`config.mk`:
```
export PLATFORM = sky130hd
export DESIGN_NAME = pending_priority_encoder
export DESIGN_NICKNAME = d
export VERILOG_FILES = /design/src/rtl/prio_enc_pkg.sv /design/src/rtl/prio_sel.sv /design/src/rtl/pending_priority_encoder.sv
export SDC_FILE = /design/constraint.sdc
export NUM_CORES = 1
export LEC_CHECK = 0
export BUFFER_PORTS_ARGS = -buffer_cell sky130_fd_sc_hd__buf_2
export CORE_MARGIN = 5
export CORE_UTILIZATION = 40
export DETAILED_ROUTE_END_ITERATION = 8
export PLACE_DENSITY = 0.82
export SLEW_MARGIN = 20
export SYNTH_ARGS = -nofsm -noshare
export SYNTH_HDL_FRONTEND = slang
export SYNTH_SLANG_ARGS = --single-unit
```
`constraint.sdc`:
```
create_clock -name clk -period 1.4 [get_ports clk]
set_input_delay 0.14 -clock clk [delete_from_list [all_inputs] [get_ports clk]]
set_output_delay 0.14 -clock clk [all_outputs]
set_load 0.01 [all_outputs]
```
`src/rtl/prio_enc_pkg.sv`:
```
`default_nettype none
// ============================================================================
//  Module      : prio_enc_pkg
//  Description : Shared constants and helpers for the pending priority encoder
//                and its selector.
//  Revision    : 1.0 - initial release
// ============================================================================
package prio_enc_pkg;

    // Arbitration modes
    localparam int MODE_FIXED = 0;
    localparam int MODE_RR    = 1;

    // Index width for n lines, never narrower than one bit
    function automatic int idx_width(input int n);
        return (n <= 2) ? 1 : $clog2(n);
    endfunction

endpackage
`default_nettype wire

```
`src/rtl/prio_sel.sv`:
```
`default_nettype none
// ============================================================================
//  Module      : prio_sel
//  Description : Combinational circular search. Starting at i_start and
//                moving downwards (wrapping from 0 to N-1), returns the first
//                set bit of i_vec.
//  Revision    : 1.0 - initial release
// ============================================================================
module prio_sel
    import prio_enc_pkg::*;
#(
    parameter int N = 8,
    parameter int W = idx_width(N)
) (
    input  logic [N-1:0] i_vec,
    input  logic [W-1:0] i_start,
    output logic         o_found,
    output logic [W-1:0] o_idx
);

    int w_pos;

    // Walk the search order from its lowest-priority end so the last hit
    // written is the highest-priority one (position i_start itself).
    always_comb begin
        o_found = 1'b0;
        o_idx   = '0;
        w_pos   = 0;
        for (int j = N - 1; j >= 0; j--) begin
            w_pos = int'(i_start) - j;
            if (w_pos < 0) begin
                w_pos = w_pos + N;
            end
            if (i_vec[w_pos[W-1:0]]) begin
                o_found = 1'b1;
                o_idx   = W'(w_pos);
            end
        end
    end

endmodule
`default_nettype wire

```
`src/rtl/pending_priority_encoder.sv`:
```
`default_nettype none
// ============================================================================
//  Module      : pending_priority_encoder
//  Description : Collects event pulses into a pending register and presents
//                one pending, unmasked line at a time through a registered
//                valid/ready output. Fixed (highest index) or round-robin
//                ordering; flags requests that collapse into a pending line.
//  Revision    : 1.0 - initial release
// ============================================================================
module pending_priority_encoder
    import prio_enc_pkg::*;
#(
    parameter int N    = 8,
    parameter int MODE = MODE_FIXED
) (
    input  logic                    clk,
    input  logic                    rst,
    input  logic [N-1:0]            req,
    input  logic [N-1:0]            mask,
    output logic [idx_width(N)-1:0] out_idx,
    output logic                    out_valid,
    input  logic                    out_ready,
    output logic [N-1:0]            pending,
    output logic                    drop
);

    localparam int             W      = idx_width(N);
    localparam logic [W-1:0]   C_LAST = W'(N - 1);

    logic [N-1:0] r_pending;
    logic         r_valid;
    logic [W-1:0] r_idx;
    logic         r_drop;

    logic         w_accept;
    logic         w_load;
    logic [N-1:0] w_clr;
    logic [N-1:0] w_pend_next;
    logic [N-1:0] w_cand;
    logic [N-1:0] w_drop_hit;
    logic [W-1:0] w_start;
    logic         w_found;
    logic [W-1:0] w_sel_idx;

    // Handshake, pending update (set wins over clear) and drop detection
    always_comb begin
        w_accept    = r_valid & out_ready;
        w_load      = ~r_valid | out_ready;
        w_clr       = w_accept ? (N'(1) << r_idx) : '0;
        w_pend_next = (r_pending & ~w_clr) | req;
        w_cand      = w_pend_next & ~mask;
        w_drop_hit  = req & r_pending & ~w_clr;
    end

    if (MODE == MODE_RR) begin : g_rr
        logic [W-1:0] r_ptr;
        logic [W-1:0] w_ptr_next;

        // Pointer moves to just below the accepted line; the selection in the
        // same cycle already uses the moved pointer.
        always_comb begin
            w_ptr_next = r_ptr;
            if (w_accept) begin
                w_ptr_next = (r_idx == '0) ? C_LAST : (r_idx - 1'b1);
            end
        end

        // Round-robin pointer register
        always_ff @(posedge clk) begin
            if (rst) begin
                r_ptr <= C_LAST;
            end else begin
                r_ptr <= w_ptr_next;
            end
        end

        assign w_start = w_ptr_next;
    end else begin : g_fixed
        assign w_start = C_LAST;
    end

    prio_sel #(
        .N (N),
        .W (W)
    ) u_sel (
        .i_vec   (w_cand),
        .i_start (w_start),
        .o_found (w_found),
        .o_idx   (w_sel_idx)
    );

    // Pending, drop and output registers; output holds while stalled
    always_ff @(posedge clk) begin
        if (rst) begin
            r_pending <= '0;
            r_valid   <= 1'b0;
            r_idx     <= '0;
            r_drop    <= 1'b0;
        end else begin
            r_pending <= w_pend_next;
            r_drop    <= |w_drop_hit;
            if (w_load) begin
                r_valid <= w_found;
                r_idx   <= w_found ? w_sel_idx : '0;
            end
        end
    end

    assign out_idx   = r_idx;
    assign out_valid = r_valid;
    assign pending   = r_pending;
    assign drop      = r_drop;

endmodule
`default_nettype wire

```
==> summary.json <==
{
  "buffer_ports.inserted": {"value": 31},
  "finalClockSkew": {"value": 0.00361, "unit": "ns"},
  "critPathKind": {"value": "flop to flop"},
  "cp_cell_sequence": {"value": "nand2b_1, or2_2, o21ai_2, a21oi_1, o31a_1"},
  "failing_checks": {"value": "setup timing"},
  "irDropWorstVdd": {"value": 0.000641, "unit": "V"},
  "floorplan.io_pins": {"value": 32},
  "cap_violations": {"value": 0},
  "detail_route.wirelength": {"value": 2.37, "unit": "mm"},
  "reg2reg_slack": {"value": -0.09, "unit": "ns"},
  "layout.cells.non_filler": {"value": 158},
  "chipHeight": {"value": 51.6, "unit": "um"},
  "layout-area-overhead-vs-synth": {"value": 71.6, "unit": "%"},
  "cts_hold_buf": {"value": 0},
  "cp_data_required_time": {"value": 1.58, "unit": "ns"},
  "vias": {"value": 854},
  "grt_antenna_before_repair": {"value": 0},
  "number_of_cts_inserted_buffers": {"value": 3},
  "critical_path_sink_type": {"value": "flop"},
  "critical_path_peak_fanout": {"value": 3},
  "timing.final.crit_period": {"value": 1.49, "unit": "ns"},
  "start_util": {"value": 41.0, "unit": "%"},
  "ys_top_cells_by_area": {"value": "dfxtp_1 (38%), nor2_1 (7.6%), a21oi_1 (7.2%), o21bai_1 (4.3%), a2bb2oi_1 (3.8%)"},
  "syn-num-nets": {"value": 104},
  "cts_sinks": {"value": 13},
  "post_synth_num_cell_types": {"value": 30},
  "syn-instance-count": {"value": 85},
  "ys_seq_elements": {"value": 13},
  "crit_slowest_cell": {"value": "dfxtp_2"},
  "static-leakage-power": {"value": 0.540, "unit": "nW"},
  "synth_largest_type_area_fraction": {"value": 37.6, "unit": "%"},
  "hold_viol": {"value": 0},
  "gp_routability_congestion": {"value": 0.850},
  "maximum_number_of_pins_on_one_net_before_global_route_repair": {"value": 14},
  "reg2regPathDepth": {"value": 5},
  "status": {"value": "complete, but fails checks"},
  "diodes_inserted": {"value": 0},
  "drcViolationCount": {"value": 0},
  "synth_seq_area_share": {"value": 37.6, "unit": "%"},
  "critPathLaunchType": {"value": "flop"},
  "track_usage": {"value": 18.5, "unit": "%"},
  "first_global_vias": {"value": 882},
  "post_synth_instance_area": {"value": 692, "unit": "um2"},
  "wire_per_inst": {"value": 15.0, "unit": "um"},
  "final.setup.worst_slack": {"value": -0.0918, "unit": "ns"},
  "core_region_area": {"value": 1690, "unit": "um2"},
  "rsz0062_at_grt": {"value": "yes"},
  "timing_worst_slew_pin_value": {"value": 0.345, "unit": "ns"},
  "cp.buffers_inverters": {"value": 0},
  "detailedRoute.firstPassIterationCount": {"value": 4},
  "layout-drive-gt1-share": {"value": 61.7, "unit": "%"},
  "tritoncts": {"value": "yes"},
  "timing.hold.worst.class": {"value": "input pin to flop"},
  "yosys_warnings": {"value": 0},
  "worstSetupPathDepth": {"value": 5},
  "dp_hpwl": {"value": 1.70, "unit": "mm"},
  "chipWidth": {"value": 51.6, "unit": "um"},
  "cts.reportedPaths.clkPinSlew": {"value": 0.08, "unit": "ns"},
  "maxSlewHeadroom": {"value": 76.7, "unit": "%"},
  "cts_htree_levels": {"value": 1},
  "drt_iter0_markers": {"value": 20},
  "cts-root-buf": {"value": "clkbuf_4"},
  "placement_rows": {"value": 15},
  "critical-path-top-delay-family": {"value": "compound AO/OA/AOI/OAI gates"},
  "die-area": {"value": 2660, "unit": "um2"},
  "drv_slew": {"value": 0},
  "final.period_utilization": {"value": 107, "unit": "%"},
  "grt_pass1_wl": {"value": 3.59, "unit": "mm"},
  "synth_area_leader": {"value": "dfxtp_1"},
  "via_per_inst": {"value": 5.41},
  "synthesis.area_per_instance": {"value": 8.14, "unit": "um2"},
  "post-place-cells": {"value": 153},
  "pwr_density_cell": {"value": 848, "unit": "nW/um2"},
  "cpPeakStageDelay": {"value": 0.35, "unit": "ns"},
  "postRouteAntennaNets": {"value": 0},
  "worst_skew_pair.late_latency": {"value": 0.28, "unit": "ns"},
  "nNetsFinal": {"value": 161},
  "cts_max_path_buffers": {"value": 2},
  "cp_data_arrival_time": {"value": 1.67, "unit": "ns"},
  "timing.hold.worst_path_depth": {"value": 3},
  "pre_cts_slack": {"value": -0.145, "unit": "ns"},
  "finalSetupViolCount": {"value": 4},
  "globalRouteOverflowTotal": {"value": 0},
  "clock.fmax": {"value": 670, "unit": "MHz"}
}
-- state kept, by name (all words and copies together), names as in the netlist --
signal	cells
drop	1
out_idx	3
out_valid	1
pending	8
-- worst min-delay path: stages --
cell     delay [ns]
buf_2          0.10
a21oi_2        0.04
nor2_1         0.08
-- kinds of logic (layout without fill, tap and decap cells) --
family                 count (synthesis)  count (layout)  share of synthesized area [%]
AO/OA/AOI/OAI                         33              33                           34.9
flip-flops                            13              13                           37.6
AND/OR/NAND/NOR                       35              35                           25.3
buffers and inverters                  4              60                           2.17
-- path summary, 6_finish.rpt --
check                   from          to
hold reg to reg   pending[3]  pending[3]
setup reg to reg  out_idx[2]  out_idx[1]
setup / recovery  out_idx[2]  out_idx[1]
hold / removal        req[0]  pending[0]
-- layer usage --
layer / share of wire [%] / vias up / global-route usage, %
met5: 0 / - / 0
met4: 3.0 / 0 / 13.5
met3: 5.2 / 8 / 2.58
met2: 50 / 33 / 33.3
met1: 42 / 382 / 19.5
li1: - / 431 / -
-- power breakdown --
group	switching [mW]	leakage, nW	total [mW]	internal [mW]
Combinational	0.158	0.414	0.333	0.174
Sequential	0.0316	0.111	0.435	0.403
Clock	0.129	0.0150	0.239	0.111
-- stage by stage --
stage          hold slack, ns  TNS [ns]  cell area [um2]  total power, mW  utilization, %
2_1_floorplan           0.212    -0.196              712            0.567               -
4_1_cts                 0.100    -0.168             1130            0.992            67.1
6_report                0.108    -0.239             1190             1.01            70.3
3_5_place_dp            0.394    -0.551             1040            0.720            61.7
3_3_place_gp            0.383    -0.555             1040            0.715            61.7
5_1_grt                 0.108    -0.596             1190             1.08            70.3
-- layout make-up --
class / instances / area [um2]
well taps: 17 / 21.3
multi-input cells: 68 / 531
repair buffers: 53 / 324
fillers: 136 / 502
inverters: 3 / 11.3
flip-flops and latches: 13 / 274
clock buffers: 4 / 26.3
-- Yosys cell counts --
| library cell | n |
|---|---|
| a21oi_1 | 10 |
| a2bb2oi_1 | 3 |
| a31oi_1 | 1 |
| a41oi_1 | 2 |
| and2_1 | 1 |
| and3_1 | 1 |
| clkbuf_1 | 1 |
| dfxtp_1 | 13 |
| inv_1 | 3 |
| nand2_1 | 4 |
| nand2b_1 | 3 |
| nand3_1 | 1 |
| nand3b_1 | 1 |
| nand4_1 | 1 |
| nand4b_1 | 1 |
| nor2_1 | 14 |
| nor3_1 | 3 |
| o21a_1 | 1 |
| o21ai_0 | 3 |
| o21ba_1 | 1 |
| o21ba_2 | 1 |
| o21bai_1 | 4 |
| o22a_1 | 2 |
| o311a_1 | 1 |
| o31a_1 | 1 |
| o31ai_1 | 1 |
| o41ai_1 | 1 |
| o41ai_2 | 1 |
| or2_2 | 3 |
| or3_2 | 2 |
-- layout by cell type (no fill, tap or decap), types with 2 or more instances in the layout --
cell type   n
nor3_2      2
a21oi_2     3
o21bai_1    3
dfxtp_1     8
inv_1       3
o41ai_2     2
nor2_1     13
a2bb2oi_2   2
nand2b_1    3
buf_4      21
o22a_1      2
nand2_2     2
or3_4       2
clkbuf_4    3
or2_2       2
dfxtp_2     2
a21oi_1     6
dfxtp_4     3
buf_2      31
-- what timing repair did --
action	CTS	global route
pin swaps	11	5
buffers inserted	0	1
cloned	0	0
setup endpoints to repair	6	5
gates resized for setup	16	10
Note: power is estimated with default switching activity, not from simulation.
